$ cat config.mk
export PLATFORM = sky130hd
export DESIGN_NAME = pe_array_cell
export DESIGN_NICKNAME = d
export VERILOG_FILES = /design/src/rtl/pe_array_cell.sv
export SDC_FILE = /design/constraint.sdc
export NUM_CORES = 1
export LEC_CHECK = 0
export ABC_CLOCK_PERIOD_IN_PS = 22700
export CAP_MARGIN = 20
export CORE_UTILIZATION = 68
export DETAILED_ROUTE_END_ITERATION = 7
export GPL_TIMING_DRIVEN = 0
export PLACE_DENSITY = 0.88
export SLEW_MARGIN = 20
export SYNTH_ARGS = -nofsm -noshare
export SYNTH_HDL_FRONTEND = slang
export SYNTH_SLANG_ARGS = --single-unit
$ cat constraint.sdc
create_clock -name clk -period 22.7 [get_ports clk]
set_input_delay 6.81 -clock clk [delete_from_list [all_inputs] [get_ports clk]]
set_output_delay 6.81 -clock clk [all_outputs]
set_load 0.01 [all_outputs]
$ cat src/rtl/pe_array_cell.sv
// Output-stationary systolic PE: multiply-accumulates K_LEN valid beats, then emits a
// rounded-down, saturated, optionally ReLU'd result while forwarding operands downstream.
module pe_array_cell #(
    parameter int unsigned DATA_W = 16,
    parameter int unsigned FRAC   = 8,
    parameter int unsigned K_LEN  = 16,
    parameter int unsigned ACC_W  = 40
) (
    input  logic                     clk,
    input  logic                     rst_n,
    input  logic                     i_start,
    input  logic                     i_valid,
    input  logic signed [DATA_W-1:0] i_weight,
    input  logic signed [DATA_W-1:0] i_map,
    input  logic                     i_relu_en,
    output logic signed [DATA_W-1:0] o_weight,
    output logic signed [DATA_W-1:0] o_map,
    output logic                     o_valid,
    output logic signed [DATA_W-1:0] o_result,
    output logic                     o_result_valid,
    output logic                     o_sat,
    output logic                     o_busy
);

    localparam int unsigned PW = 2 * DATA_W;
    localparam logic [7:0] CNT_LAST = 8'(K_LEN - 1);
    localparam logic signed [ACC_W-1:0] RES_MAX =
        {{(ACC_W - DATA_W + 1){1'b0}}, {(DATA_W - 1){1'b1}}};
    localparam logic signed [ACC_W-1:0] RES_MIN =
        {{(ACC_W - DATA_W + 1){1'b1}}, {(DATA_W - 1){1'b0}}};

    // Worst-case sum of K_LEN full-scale products must fit without wrapping.
    if (ACC_W < 2 * DATA_W + $clog2(K_LEN)) begin : g_acc_w_check
        $error("pe_array_cell: ACC_W too small for DATA_W and K_LEN");
    end

    if (K_LEN < 1 || K_LEN > 255) begin : g_k_len_check
        $error("pe_array_cell: K_LEN must be in 1..255");
    end

    typedef enum logic [1:0] {StIdle, StAcc, StDone} state_e;

    state_e                    state_q, state_d;
    logic signed [ACC_W-1:0]   acc_q, acc_d;
    logic [7:0]                cnt_q, cnt_d;
    logic signed [PW-1:0]      prod;
    logic signed [ACC_W-1:0]   acc_sum;
    logic signed [ACC_W-1:0]   shifted;
    logic signed [DATA_W-1:0]  res_d;
    logic                      sat_d;
    logic                      res_load;
    logic                      fwd_valid_d;
    logic signed [DATA_W-1:0]  fwd_w_d, fwd_m_d;

    assign prod    = PW'(i_weight) * PW'(i_map);
    assign acc_sum = acc_q + ACC_W'(prod);
    assign shifted = acc_sum >>> FRAC;
    assign o_busy  = (state_q == StAcc);

    // Result of the final beat: saturate first, then ReLU; o_sat reflects saturation only.
    always_comb begin
        res_d = shifted[DATA_W-1:0];
        sat_d = 1'b0;
        if (shifted > RES_MAX) begin
            res_d = RES_MAX[DATA_W-1:0];
            sat_d = 1'b1;
        end else if (shifted < RES_MIN) begin
            res_d = RES_MIN[DATA_W-1:0];
            sat_d = 1'b1;
        end
        if (i_relu_en && res_d[DATA_W-1]) begin
            res_d = '0;
        end
    end

    always_comb begin
        state_d     = state_q;
        acc_d       = acc_q;
        cnt_d       = cnt_q;
        res_load    = 1'b0;
        fwd_valid_d = 1'b0;
        fwd_w_d     = '0;
        fwd_m_d     = '0;
        unique case (state_q)
            StIdle: begin
                if (i_start) begin
                    state_d = StAcc;
                    acc_d   = '0;
                    cnt_d   = '0;
                end
            end
            StAcc: begin
                if (i_valid) begin
                    fwd_valid_d = 1'b1;
                    fwd_w_d     = i_weight;
                    fwd_m_d     = i_map;
                end
                // A start inside a run aborts it, even on what would be the final beat.
                if (i_start) begin
                    acc_d = '0;
                    cnt_d = '0;
                end else if (i_valid) begin
                    acc_d = acc_sum;
                    cnt_d = cnt_q + 8'd1;
                    if (cnt_q == CNT_LAST) begin
                        state_d  = StDone;
                        res_load = 1'b1;
                    end
                end
            end
            StDone: begin
                acc_d   = '0;
                cnt_d   = '0;
                state_d = i_start ? StAcc : StIdle;
            end
            default: begin
                state_d = StIdle;
            end
        endcase
    end

    always_ff @(posedge clk) begin
        if (!rst_n) begin
            state_q        <= StIdle;
            acc_q          <= '0;
            cnt_q          <= '0;
            o_weight       <= '0;
            o_map          <= '0;
            o_valid        <= 1'b0;
            o_result       <= '0;
            o_result_valid <= 1'b0;
            o_sat          <= 1'b0;
        end else begin
            state_q        <= state_d;
            acc_q          <= acc_d;
            cnt_q          <= cnt_d;
            o_weight       <= fwd_w_d;
            o_map          <= fwd_m_d;
            o_valid        <= fwd_valid_d;
            o_result_valid <= res_load;
            if (res_load) begin
                o_result <= res_d;
                o_sat    <= sat_d;
            end
        end
    end

endmodule
# Yosys cells after proc, flatten, opt, wreduce, memory -nomap -nowiden
# Cells that the tools add are included.
# totals
ff_bits	101
input_bits	37
output_inout_bits	52
wordCells	53
# classes
n_addsub	2
multipliers	1
magnitude_cmp	2
n_eq_ne	8
muxes	24
reduce_logical	7
# ops
op	count
2-to-1 mux 40 bit	3
case mux 40 bit (3 select lines)	1
2-to-1 mux 16 bit	3
adder 40 x 32 -> 40 bit	1
> comparator 32 x 16 -> 1 bit (second input constant)	1
< comparator 32 x 16 -> 1 bit (second input constant)	1
multiplier 16 x 16 -> 32 bit	1
2-to-1 mux 8 bit	3
case mux 8 bit (3 select lines)	1
adder 8 x 1 -> 8 bit (second input constant)	1
== test 8 x 4 -> 1 bit (second input constant)	1
2-to-1 mux 1 bit	8
2-to-1 mux 2 bit	4
inequality test 2 bit (second input constant)	3
case mux 2 bit (3 select lines)	1
AND reduction 3 bit	2
AND reduction 4 bit	1
inequality test 3 bit (second input constant)	1
nonzero test 3 bit	1
== test 2 x 1 -> 1 bit (second input constant)	1
== test 2 bit (second input constant)	1
logical NOT 2 bit	1
inequality test 2 x 1 -> 1 bit (second input constant)	1
AND reduction 2 bit	1
logical AND 1 bit	1

# Depth between registers and ports, before layout
# logic_depth
depth_word	7
ltp_mapped	28
depth_no_buf	25

# Worst setup path after synthesis
# OpenSTA, ideal clock, no wires.
# synth_timing
kind	input port to flip-flop
from	input i_weight[15]
to	register o_result[10]
setup_time_ns	0.088
arrival_time_ns	13.696
slack_ns	8.916
path_stages	25
cell_sequence	clkbuf_1 -> nand2_1 -> inv_1 -> fa_1 -> fa_1 -> inv_1 -> fa_1 -> fa_1 -> inv_1 -> fa_1 -> inv_1 -> fa_1 -> inv_1 -> ha_1 -> clkbuf_1 -> and4_1 -> nand3_1 -> o32ai_1 -> nor2_1 -> xnor2_4 -> nand3_1 -> or3_1 -> a2111o_1 -> buf_6 -> a311oi_2
# synth_between
elab_chain_len	7
elab_cells_between_ends	8
cone_classes	add/sub: 1; mul: 1; order compare: 2; mux: 3; reduce/logical: 1
# synth_lines
element	line	source
start: declaration	13	input logic signed [DATA_W-1:0] i_weight,
multiplier 16 x 16 -> 32 bit *	55	assign prod = PW'(i_weight) * PW'(i_map);
adder 40 x 32 -> 40 bit *	56	assign acc_sum = acc_q + ACC_W'(prod);
< comparator 32 x 16 -> 1 bit	67	end else if (shifted < RES_MIN) begin
2-to-1 mux 16 bit	67	
2-to-1 mux 16 bit *	64	if (shifted > RES_MAX) begin
logical AND 1 bit	71	if (i_relu_en && res_d[DATA_W-1]) begin
2-to-1 mux 16 bit *	71	
end signal: assignment	142	o_result <= res_d;
end: declaration	19	output logic signed [DATA_W-1:0] o_result,
# Mark *: on every way between the ends. The rest lies on a longest branch, timed or not.
# A chain may end at the register's enable or synchronous reset.

# Final worst setup path
# layout_timing
from	input i_map[4]
to	register o_result[11]
# layout_between
elab_chain_len	7
elab_cells_between_ends	8
cone_classes	add/sub: 1; mul: 1; order compare: 2; mux: 3; reduce/logical: 1
# layout_lines
element	line	source
start: declaration	14	input logic signed [DATA_W-1:0] i_map,
multiplier 16 x 16 -> 32 bit *	55	
adder 40 x 32 -> 40 bit *	56	
< comparator 32 x 16 -> 1 bit	67	
2-to-1 mux 16 bit	67	
2-to-1 mux 16 bit *	64	
logical AND 1 bit	71	
2-to-1 mux 16 bit *	71	
# Marks and branches as above.

==> reports/qor.yml <==
run_status: "completed"
final_cells: 2232
cp-end-kind: "register"
cts_tree: "yes"
core_area_mm2: 0.0237
die_h_um: 158
synthTopCellsByArea: "fa_1, dfxtp_1, inv_1"
timing.fmax_ghz: 0.0649
finalHoldViolCount: 0
dpl.hpwl_um: 36900
fin_skew_ns: 0.0220
via_per_inst: 5.91
synth_top_family_by_area: "adder cells"
synth_mux_area_share_pct: 0.181
dp_cells: 2216
io_pins: 89
ys_ff_latch: 101
wl_per_cell_um: 20.2
holdBufCountCts: 0
wirelength_um: 45000
setup_viol: 0
clk_pin_slew_ns: 0.10
async_flop_share_pct: 0
rsz0062_at_grt: "false"
setup.worst_path.start_class: "input port"
tns_ns: 0
required_ns: 22.98
globalplace.congestion: 0.949
ys_seq_area_share_pct: 12.2
synth_top_area_share_pct: 39.9
die_area_mm2: 0.0250
ys.flop_type: "dfxtp_1"
postCtsSetupBuffers: 0
die_x_um: 158
syn_nets: 2297
rows: 56
fillers: 1684
ys_warn_count: 0
clk-insertion-delay-late_ns: 0.39
cts-resized-gates: 0
antenna_found_initial: 1
worst_pin_slew_ns: 0.929
areaGrowthSynthToFinish_pct: 9.43
synth-adder-area-share_pct: 48.7
fin_nets: 2391
antenna_cells: 0
portBuffers: 83
path_class: "in -> reg"
synthSimpleGateAreaFrac_pct: 16.1
grt.overflow.total: 0
synthDistinctLibCells: 75
final.min_clock_period_ns: 15.41
grt_pass1_wl_um: 73100
synth.avg_cell_area_um2: 9.13
period_share_pct: 67.9
synth_edf_count: 0
cts_made_buffers: 9
max-cap-violations: 0
vias: 13200
first_pass_iters: 8
syn-instance-count: 1814
drv_slew: 0
cts_buffer_depth: 2
ctsRootBufferMaster: "clkbuf_16"
ant_nets: 0
maxSlewHeadroom_pct: 37.8
synth-xor-area-share_pct: 2.12
grtUsageTotal_pct: 39.3
synth_top_area_cell: "fa_1"
cts_sinks: 101
route.detailed.drc: 0
grt_start_max_net_pins: 24
drive_above_1_share_pct: 3.35
mappedNetlistArea_mm2: 0.0166
drtIter0Drc: 1042
synth-compound-area-share_pct: 9.62
first_global_vias: 13900
worstPathArrival_ns: 15.69
crit_fanout: 10
initial_core_util_pct: 69.9
min_path_type: "reg -> reg"
h-tree-depth: 3
registers in the layout, summed over array words and instances, names as in the netlist:
signal and cells:
acc_q 40, o_map 16, o_result 16, o_weight 16, cnt_q 8, state_q 2, o_result_valid 1, o_sat 1
o_valid 1
cells in the mapped netlist (all sizes together), types with 2 or more instances:
cell / count
a211o: 3
a211oi: 9
a21boi: 2
a21o: 12
a21oi: 61
a221oi: 2
a22oi: 37
a311oi: 15
a31o: 2
a31oi: 6
and2: 157
and3: 11
and4: 6
buf: 12
clkbuf: 60
dfxtp: 101
fa: 330
ha: 116
inv: 407
mux2i: 3
nand2: 180
nand2b: 6
nand3: 15
nand3b: 2
nand4: 7
nor2: 93
nor3: 9
nor3b: 14
nor4: 7
nor4b: 2
o211a: 3
o211ai: 11
o21a: 5
o21ai: 34
o21bai: 7
o22ai: 2
o31ai: 2
or2: 3
or3: 6
xnor2: 25
xor2: 13
area by class of cell:
cell class / instances / area, um^2 / area share, %
clock inverter: 7 / 98.8 / 0.545
inverter: 408 / 1530 / 8.45
buffer: 72 / 312 / 1.72
clock buffer: 9 / 225 / 1.24
sequential: 101 / 2020 / 11.2
tap: 319 / 399 / 2.20
multi-input combinational: 1233 / 12700 / 70.1
timing repair buffer: 83 / 831 / 4.58
logic make-up after synthesis:
| family | count (synthesis) |
|---|---|
| AOI/OAI and AO/OA | 224 |
| xor gates and xnor gates | 38 |
| adders and majority gates | 446 |
| buffers and inverters | 480 |
| DFF | 101 |
| muxes | 3 |
| and+or+nand+nor | 522 |
cells in the final DEF, fill, tap and decap left out, types with 4 or more instances in the layout:
| cell | instances |
|---|---|
| xnor2_1 | 24 |
| clkdlybuf4s50_1 | 83 |
| o21ai_0 | 23 |
| and3_1 | 9 |
| a211oi_1 | 8 |
| nand2b_1 | 6 |
| o21a_1 | 5 |
| a31oi_1 | 5 |
| nor3b_1 | 6 |
| a22oi_1 | 37 |
| and2_1 | 156 |
| buf_2 | 6 |
| nand3_1 | 15 |
| clkbuf_16 | 9 |
| nand2_1 | 180 |
| a311oi_1 | 6 |
| dfxtp_1 | 101 |
| xor2_1 | 13 |
| o211ai_1 | 11 |
| nor2_1 | 93 |
| inv_1 | 407 |
| clkbuf_1 | 60 |
| o21ai_1 | 9 |
| o21bai_1 | 7 |
| fa_1 | 329 |
| ha_1 | 116 |
| a21oi_1 | 58 |
| a21o_1 | 12 |
| a311oi_2 | 9 |
| nor3_1 | 8 |
| buf_6 | 4 |
| nor4_1 | 7 |
| nor3b_2 | 8 |
| and4_1 | 5 |
| or3_1 | 5 |
| nand4_1 | 7 |
worst max-delay path: stages:
cell	delay [ns]
clkdlybuf4s50_1	0.60
clkbuf_1	0.55
nand2_1	0.27
fa_1	0.61
inv_1	0.08
fa_1	0.48
inv_1	0.32
fa_1	0.62
fa_1	0.77
inv_1	0.15
fa_1	0.51
inv_1	0.05
fa_1	0.48
inv_1	0.04
ha_1	0.26
clkbuf_1	0.32
and4_1	0.35
nand3_1	0.11
o32ai_1	0.43
o41ai_1	0.13
xnor2_1	0.41
nand3_1	0.34
a31oi_2	0.39
buf_4	0.27
nor3b_2	0.07
a311oi_2	0.25
path summary, 6_finish.rpt:
kind                            startpoint      endpoint  slack, ns  depth (start not counted)
worst max-delay path              i_map[4]  o_result[11]       7.29                         26
worst min-delay path              cnt_q[6]      cnt_q[6]       0.49                          1
worst max register to register   acc_q[15]  o_result[11]      15.93                         20
worst min register to register    cnt_q[6]      cnt_q[6]       0.49                          1
stage by stage:
stage | util (%) | setup slack (ns) | instance area (um^2) | hold WS (ns)
2_1_floorplan | - | 8.92 | 16600 | 0.444
3_3_place_gp | 75.1 | 7.09 | 17800 | 0.458
3_5_place_dp | 75.1 | 7.00 | 17800 | 0.473
4_1_cts | 76.5 | 7.32 | 18100 | 0.493
5_1_grt | 76.5 | 6.80 | 18100 | 0.514
6_report | 76.5 | 7.29 | 18100 | 0.490
metal layers:
metal | up-vias | wire length, um | global-route usage (%)
li1 | 5776 | - | -
met1 | 6526 | 16700 | 48.7
met2 | 697 | 21500 | 63.9
met3 | 193 | 3880 | 7.97
met4 | 0 | 2910 | 23.1
met5 | - | 0 | 0
Power is not shown: default switching activity piles up to over one toggle a cycle in this logic, so the estimate is an artifact.
